--- src/rtl/demux_pkg.sv ---
// Shared widths and enums for the 32-bit 1-to-2 word demultiplexer.
package demux_pkg;

  localparam int unsigned WIDTH_DEF = 32;
  localparam int unsigned CNT_W_DEF = 16;

  typedef enum logic {
    CH_A = 1'b0,
    CH_B = 1'b1
  } channel_e;

  typedef enum logic {
    SLOT_EMPTY = 1'b0,
    SLOT_FULL  = 1'b1
  } slot_state_e;

endpackage

--- src/rtl/demux_slot.sv ---
// One-entry holding slot with load/drain handshake; optional drain counter
// when DEMUX_CNT_EN is defined.
module demux_slot
  import demux_pkg::*;
#(
  parameter int unsigned WIDTH = WIDTH_DEF
`ifdef DEMUX_CNT_EN
  , parameter int unsigned CNT_W = CNT_W_DEF
`endif
) (
  input  logic             clk,
  input  logic             rst_n,
  input  logic             load,
  input  logic [WIDTH-1:0] load_data,
  output logic             load_ok_c,
  output logic             out_valid,
  input  logic             out_ready,
  output logic [WIDTH-1:0] out_data
`ifdef DEMUX_CNT_EN
  , output logic [CNT_W-1:0] cnt
`endif
);

  slot_state_e      state, state_nxt;
  logic [WIDTH-1:0] data_nxt;
  logic             drain_c;

  assign drain_c   = (state == SLOT_FULL) && out_ready;
  // A slot that empties this edge can take a new word on the same edge.
  assign load_ok_c = (state == SLOT_EMPTY) || drain_c;
  assign out_valid = (state == SLOT_FULL);

  always_ff @(posedge clk or negedge rst_n) begin
    if (!rst_n) begin
      state    <= SLOT_EMPTY;
      out_data <= '0;
    end else begin
      state    <= state_nxt;
      out_data <= data_nxt;
    end
  end

  always_comb begin
    state_nxt = state;
    data_nxt  = out_data;
    case (state)
      SLOT_EMPTY: begin
        if (load) begin
          state_nxt = SLOT_FULL;
          data_nxt  = load_data;
        end
      end
      SLOT_FULL: begin
        if (load) begin
          data_nxt = load_data;
        end else if (drain_c) begin
          state_nxt = SLOT_EMPTY;
        end
      end
      default: state_nxt = SLOT_EMPTY;
    endcase
  end

`ifdef DEMUX_CNT_EN
  // Delivered-word counter, wraps naturally at 2^CNT_W.
  always_ff @(posedge clk or negedge rst_n) begin
    if (!rst_n) begin
      cnt <= '0;
    end else if (drain_c) begin
      cnt <= cnt + CNT_W'(1);
    end
  end
`endif

endmodule

--- src/rtl/demux32_1to2_buf.sv ---
// Registered 1-to-2 word demultiplexer: steers a producer word into slot A or B.
// Optional per-output delivery counters with DEMUX_CNT_EN.
module demux32_1to2_buf
  import demux_pkg::*;
#(
  parameter int unsigned WIDTH = WIDTH_DEF
`ifdef DEMUX_CNT_EN
  , parameter int unsigned CNT_W = CNT_W_DEF
`endif
) (
  input  logic             clk,
  input  logic             rst_n,
  input  logic             in_valid,
  output logic             in_ready,
  input  logic             select,
  input  logic [WIDTH-1:0] in_data,
  output logic             outA_valid,
  input  logic             outA_ready,
  output logic [WIDTH-1:0] outA_data,
  output logic             outB_valid,
  input  logic             outB_ready,
  output logic [WIDTH-1:0] outB_data
`ifdef DEMUX_CNT_EN
  , output logic [CNT_W-1:0] cntA
  , output logic [CNT_W-1:0] cntB
`endif
);

  channel_e ch;
  logic     ok_a, ok_b;
  logic     load_a, load_b;

  // in_ready only looks at the selected slot, so a stalled B never blocks A.
  assign ch       = channel_e'(select);
  assign in_ready = (ch == CH_B) ? ok_b : ok_a;
  assign load_a   = in_valid && in_ready && (ch == CH_A);
  assign load_b   = in_valid && in_ready && (ch == CH_B);

  demux_slot #(
    .WIDTH (WIDTH)
`ifdef DEMUX_CNT_EN
    , .CNT_W (CNT_W)
`endif
  ) u_slot_a (
    .clk       (clk),
    .rst_n     (rst_n),
    .load      (load_a),
    .load_data (in_data),
    .load_ok_c (ok_a),
    .out_valid (outA_valid),
    .out_ready (outA_ready),
    .out_data  (outA_data)
`ifdef DEMUX_CNT_EN
    , .cnt     (cntA)
`endif
  );

  demux_slot #(
    .WIDTH (WIDTH)
`ifdef DEMUX_CNT_EN
    , .CNT_W (CNT_W)
`endif
  ) u_slot_b (
    .clk       (clk),
    .rst_n     (rst_n),
    .load      (load_b),
    .load_data (in_data),
    .load_ok_c (ok_b),
    .out_valid (outB_valid),
    .out_ready (outB_ready),
    .out_data  (outB_data)
`ifdef DEMUX_CNT_EN
    , .cnt     (cntB)
`endif
  );

endmodule

--- config.mk ---
export PLATFORM = sky130hd
export DESIGN_NAME = demux32_1to2_buf
export DESIGN_NICKNAME = d
export VERILOG_FILES = /design/src/rtl/demux_pkg.sv /design/src/rtl/demux_slot.sv /design/src/rtl/demux32_1to2_buf.sv
export SDC_FILE = /design/constraint.sdc
export NUM_CORES = 1
export LEC_CHECK = 0
export CAP_MARGIN = 40
export CORE_MARGIN = 8
export CORE_UTILIZATION = 44
export CTS_CLUSTER_DIAMETER = 80
export DETAILED_ROUTE_END_ITERATION = 10
export PLACE_DENSITY = 0.88
export SYNTH_ARGS = -nofsm -noshare
export SYNTH_HDL_FRONTEND = slang
export SYNTH_HIERARCHICAL = 1
export SYNTH_SLANG_ARGS = --single-unit
--- constraint.sdc ---
create_clock -name clk -period 1.78 [get_ports clk]
set_clock_uncertainty 0.1 [all_clocks]
set_input_delay 0.178 -clock clk [delete_from_list [all_inputs] [get_ports clk]]
set_output_delay 0.178 -clock clk [all_outputs]
set_load 0.02 [all_outputs]
==> results of run 1 <==
[kinds of logic (layout without fill, tap and decap cells)]
group,count (synthesis),after routing,synth area share (%)
DFF,66,66,59.19
muxes,65,65,34.17
and+or+nand+nor,6,6,1.525
buffers and inverters,8,127,5.112
[power by group]
| group | internal (mW) | total, mW | switching, mW |
|---|---|---|---|
| clock network | 0.901 | 1.46 | 0.562 |
| logic | 0.917 | 1.58 | 0.667 |
| registers | 1.77 | 1.94 | 0.167 |
| total | 3.59 | 4.99 | 1.40 |
[path summary, 6_finish.rpt]
check,from,end,slack (ns)
min in group clk,in_data[27],u_slot_a/out_data[27]$_DFFE_PN0P_,0.37
worst min-delay path,rst_n,u_slot_a/out_data[25]$_DFFE_PN0P_,0.28
worst max register to register,u_slot_b/out_valid$_DFF_PN0_,u_slot_b/out_data[14]$_DFFE_PN0P_,0.25
max in group asynchronous,rst_n,u_slot_b/out_data[14]$_DFFE_PN0P_,0.68
worst max-delay path,u_slot_b/out_valid$_DFF_PN0_,in_ready,0.13
worst min register to register,u_slot_b/out_data[14]$_DFFE_PN0P_,u_slot_b/out_data[14]$_DFFE_PN0P_,0.41
[stage by stage]
stage | utilization, % | instances | power, mW
2_1_floorplan | - | 145 | 2.773
3_3_place_gp | 62.29 | 324 | 3.523
3_5_place_dp | 62.29 | 324 | 3.564
4_1_cts | 66.24 | 341 | 5.056
5_1_grt | 66.24 | 341 | 5.213
6_report | 66.24 | 341 | 4.990
[cells in the final DEF, fill, tap and decap left out]
cell             instances
clkdlybuf4s50_1        102
dfrtp_1                 66
mux2_4                  59
clkbuf_8                12
mux2_2                   6
buf_12                   5
nand2b_1                 4
bufinv_16                2
and3b_2                  1
and3_2                   1
clkinvlp_4               1
clkinv_2                 1
dlygate4sd3_1            1
buf_2                    1
dlygate4sd2_1            1
buf_4                    1
[layer usage]
| metal | global-route usage, % | up-vias | part of all wire [%] |
|---|---|---|---|
| li1 | - | 731 | - |
| met4 | 7.682 | 0 | 1.3 |
| met1 | 18.45 | 816 | 43 |
| met5 | 0 | - | 0 |
| met2 | 24.23 | 70 | 47 |
| met3 | 5.276 | 8 | 8.7 |
[flip-flops by register name, indices dropped and copies added (netlist names)]
register	flops
u_slot_b/out_data	32
u_slot_a/out_data	32
u_slot_a/out_valid	1
u_slot_b/out_valid	1
[area by class of cell]
| type | instances | area [sq um] | share of cell area [%] |
|---|---|---|---|
| sequential | 66 | 1652 | 39.95 |
| timing repair buffer | 111 | 1152 | 27.88 |
| multi-input combinational | 71 | 996.0 | 24.09 |
| clock buffer | 12 | 165.2 | 3.995 |
| tap | 77 | 96.34 | 2.331 |
| clock inverter | 4 | 72.57 | 1.755 |
[what timing repair did]
item	in CTS	in global routing
endpoints found under the hold margin	26	0
setup endpoints to repair	1	0
gates resized for setup	1	0
hold buffers	1	0
==> metrics.md, run 1 <==
| Metric | Value |
|---|---|
| Cell taking the most area after synthesis | dfrtp_1 |
| Worst-margin pin slew | 0.5923 ns |
| # port buffers | 104 |
| EDFF count, synth | 0 |
| Initial Util | around 45% |
| Design area | 4134 sq um |
| Critical path's top delay family | flip-flops |
| # Post-CTS Setup Buffers | 0 |
| Number of H-tree levels | 3 |
| First-pass GRT wire length | 10.50 mm |
| Finish-stage setup viols | 0 |
| Die Height | around 96 um |
| Count leader, synth | dfrtp_1 |
| Gr usage total | between 10% and 20% |
| Antenna Cells | 0 |
| GP Congestion | approximately 0.68 |
| Max Fclk | between 0.6 and 0.7 GHz |
| Die area | 9145 sq um |
| Worst Hold Class | in2async |
| WP buf/inv | 1 |
| Fillers | approximately 460 |
| Slew Limit Fails | 0 |
| Remaining antenna violation count | 0 |
| Share of cells above drive strength 1 | 34.09% |
| Placement Rows | 29 |
| Status | complete, no violations |
| CP endpoint kind | output port |
| Sum Neg Setup Slack | 0 ns |
| Post-DR wirelength/cell | between 15 and 20 um |
| Mapped Nets | about 180 |
| Via Count | 1625 |
| CP peak stage delay | 0.35 ns |
| Dpl ws | -0.05013 ns |
| Area share of the largest cell type after synthesis | slightly below 60% |
| Min Tclk post-route | between 1.5 and 2 ns |
| Clk buf depth | 2 |
| Nets | a little under 300 |
| Unique cell type count in the Yosys netlist | 8 |
| Ys async rst share | 100.0% |
| Cts bufs inserted | 9 |
| Hold_ws | 0.2798 ns |
| Placed Instance Area | between 3000 and 4000 sq um |
| IO Count | 105 |
| Seq/Total Area, Yosys | between 50 and 60% |
| Most instantiated cells after synthesis | 66 x dfrtp_1, 59 x mux2_4, 6 x buf_12, 6 x mux2_2, 4 x nand2b_1 |
| Post-DP HPWL | 4.777 mm |
| CP Class | reg2out |
| YS warnings | 6 |
| CP max stage cell | dfrtp_1 |
| VDD IR max | roughly 0.00063 V |
| Synthesized area per cell | 19.24 sq um |
| Lkg Pwr | 1.834 nW |
| Critical Path AT | approximately 1.4 ns |
| CTS clk-pin slew, worst paths | 0.07 ns |
| Crit path cell chain | nand2b_1 -> mux2_4 -> dlygate4sd2_1 |
| Pwr dens | 1207 nW/um^2 |
| Worst-Skew Late Latency | 0.34 ns |
| Syn Inst Count | 145 |
| Vias in the first global route | ~1900 |
| RSZ-0062 raised after global routing | false |
| Drt via density | 4.765 |
| Worst path depth | 3 |
| Critical Path RT | 1.50 ns |
| CTS tree | done |
| Overall routed net length | between 6 and 7 mm |
| Final Cycle Share | ~92% |
| #FFs+latches synth | between 60 and 70 |
| Largest net degree at the start of global routing | slightly above 40 |
| Layout area overhead | 48.16% |
| Synth area leaders | dfrtp_1 59%, mux2_4 32%, buf_12 4.3% |
| MaxCap Viol Count | 0 |
| Post-route DRC | 0 |
| Pre-Repair DR Iteration Count | 4 |
| Synth Cell Area | between 2000 and 3000 sq um |
| Total grt overflow | 0 |
| CORE AREA | approximately 6200 sq um |
| Reg2Reg Depth | 4 |
| CTS sink count | 66 |
| Main synth FF type | dfrtp_1 |
| Setup slack after layout | 0.1347 ns |
| Critical path startpoint category | flip-flop |
| Slew margin rel. | roughly three fifths |
| Root cell of the clock tree | clkbuf_8 |
| DIE WIDTH | 95.63 um |
| Initial antenna violation count | 0 |
| Final hold vios | 0 |
| DR iter-0 viols | 31 |
| Max Fanout on Critical Path | 3 |
Note: power is estimated with default switching activity, not from simulation.
==> run 2, diff against run 1 <==
Settings changed: CORE_MARGIN 8 to 2.
==> metrics.md, run 2 (synthesized netlist as in run 1, its figures left out) <==
| Metric | Value |
|---|---|
| Antenna Cells | 0 (unchanged) |
| DIE WIDTH | 83.63 um (-13%) |
| Finish-stage setup viols | 0 (unchanged) |
| Final Cycle Share | 92.20% (-0.23 points) |
| Top Metal Used | met4 |
| Drt via density | 4.648 (-2.5%) |
| Internal | 3.368 mW (-6.3%) |
| RSZ-0062 raised after global routing | false |
| Leading cell type in the layout, fill and taps excluded | clkdlybuf4s50_1 |
| Via Count | 1585 (-2.5%) |
| Pwr dens | 1148 nW/um^2 (-4.9%) |
| Critical path startpoint category | flip-flop |
| Critical Path AT | 1.36 ns (about the same) |
| Max Fanout on Critical Path | 3 (unchanged) |
| Placement Rows | 29 (unchanged) |
| DR iter-0 viols | 47 (+52%) |
| Number of H-tree levels | 3 (unchanged) |
| Die Height | 83.63 um (-13%) |
| Metal2 WL | 2.536 mm (-18%) |
| Max Fclk | 0.6093 GHz (+0.25%) |
| GP Congestion | 0.7097 (+4.5%) |
| Top Registers | u_slot_a/out_data x32, u_slot_b/out_data x32 |
| Total grt overflow | 0 (unchanged) |
| Largest net degree at the start of global routing | 67 (+63%) |
| Critical Path RT | 1.50 ns (about the same) |
| Overall routed net length | 5.484 mm (-16%) |
| Lkg Pwr | 1.817 nW (-0.94%) |
| Psw | 1.324 mW (-5.2%) |
| Min Tclk post-route | 1.641 ns (-0.004116 ns) |
| CP Class | reg2out |
| Vias in the first global route | 1691 (-12%) |
| Total design power | 4.692 mW (-6.0%) |
| Flop2flop setup slack | 0.25 ns (about the same) |
| Clock share of power | 25.5% (-3.8 points) |
| Met1 WL | 2.483 mm (-11%) |
| CORE AREA | 6241 sq um (unchanged) |
| IO Count | 105 (unchanged) |
| Post-DR wirelength/cell | 16.08 um (-16%) |
| Clk buf depth | 2 (unchanged) |
| Seq pwr share | 41.2% (+2.3 points) |
| Layout area overhead | 46.55% |
| R2r endpoint | u_slot_a/out_data[19]$_DFFE_PN0P_ |
| Pre-Repair DR Iteration Count | 4 (unchanged) |
| Worst-Skew Late Latency | 0.32 ns (-0.02 ns) |
| Reg2Reg Depth | 4 (unchanged) |
| Worst Hold Class | in2async |
| # port buffers | 104 (unchanged) |
| CP endpoint kind | output port |
| VDD IR max | 0.0006898 V (+8.6%) |
| Sum Neg Setup Slack | 0 ns (unchanged) |
| Commonest cells after routing, fill and taps aside | 102 x clkdlybuf4s50_1, 66 x dfrtp_1, 59 x mux2_4 |
| Initial Util | 44.71% (unchanged) |
| Hold_ws | 0.2801 ns (+0.0003540 ns) |
| Final non-filler cell total | 341 (unchanged) |
| Slew Limit Fails | 0 (unchanged) |
| CTS sink count | 66 (unchanged) |
| Worst-margin pin slew | 0.3552 ns (-0.2371 ns) |
| Status | complete, no violations |
| Root cell of the clock tree | clkbuf_8 |
| CTS tree | done |
| Nets | 298 (+0.34%) |
| Die area | 6994 sq um (-24%) |
| Post-DP HPWL | 3.904 mm (-18%) |
| MaxCap Viol Count | 0 (unchanged) |
| Post-route DRC | 0 (unchanged) |
| Sw Share | 28.22% (+0.23 points) |
| Slew margin rel. | 76.32% (+16 points) |
| Origin of the critical flop-to-flop path | u_slot_a/out_valid$_DFF_PN0_ |
| Initial antenna violation count | 0 (unchanged) |
| Metal3 WL | 402 um (-29%) |
| First-pass GRT wire length | 9.052 mm (-14%) |
| Cts bufs inserted | 9 (unchanged) |
| Gr usage total | 16.53% (+1.1 points) |
| Share of cells above drive strength 1 | 33.33% (-0.76 points) |
| Comb power frac | 33.2% (+1.4 points) |
| Placed insts | 325 (+0.31%) |
| CTS clk-pin slew, worst paths | 0.07 ns (about the same) |
| Remaining antenna violation count | 0 (unchanged) |
| Final hold vios | 0 (unchanged) |
-- run 2: critical path, cell delays in order, from the launching register on --
cell and delay [ns]:
dfrtp_1 0.36, nand2b_1 0.09, mux2_4 0.28, dlygate4sd2_1 0.32
-- run 2: worst max-delay path by stage --
stage | depth (start not counted) | slack, ns | endpoint | start
after floorplan | 5 | 0.24 | u_slot_a/out_data[0]$_DFFE_PN0P_ | u_slot_a/out_valid$_DFF_PN0_
after global placement | 4 | -0.03 | in_ready | outA_ready
after detailed placement | 4 | -0.06 | in_ready | outA_ready
after CTS | 3 | 0.11 | in_ready | u_slot_a/out_valid$_DFF_PN0_
after global routing | 3 | 0.07 | in_ready | u_slot_a/out_valid$_DFF_PN0_
final | 3 | 0.14 | in_ready | u_slot_a/out_valid$_DFF_PN0_
-- run 2: power by group through the flow --
stage	combinational, mW	clock [mW]	sequential [mW]
floorplan	0.488	0	2.28
global placement	1.54	0	1.96
detailed placement	1.57	0	1.96
CTS	1.58	1.23	1.94
global route	1.63	1.30	1.98
finish	1.56	1.20	1.94
-- run 2: timing repair --
item / 4_1_cts / 5_1_grt
gates resized for setup: 1 / 0
hold buffers: 1 / 0
hold endpoints to repair: 66 / 0
endpoints found under the setup margin: 1 / 0
buffers inserted: 0 / 0
-- run 2: final cells by class --
type / instances / area (sq um)
clock buffers: 12 / 145.1
multi-input cells: 71 / 996.0
repair buffers: 112 / 1160
fillers: 451 / 2152
flip-flops and latches: 66 / 1652
clock inverters: 3 / 40.04
well taps: 77 / 96.34
-- run 2: stage by stage --
stage	instance area [sq um]	util, %	setup WS (ns)
final	4089	65.52	0.1389
after global routing	4089	65.52	0.07178
after global placement	3895	62.41	-0.02918
after detailed placement	3895	62.41	-0.06289
after CTS	4089	65.52	0.1110
after floorplan	2790	-	0.2436
-- run 2: layer usage --
layer,vias to the layer above,GRT usage [%]
li1,733,-
met1,779,23.04
met2,65,24.65
met3,8,4.847
met4,0,6.158
met5,-,0
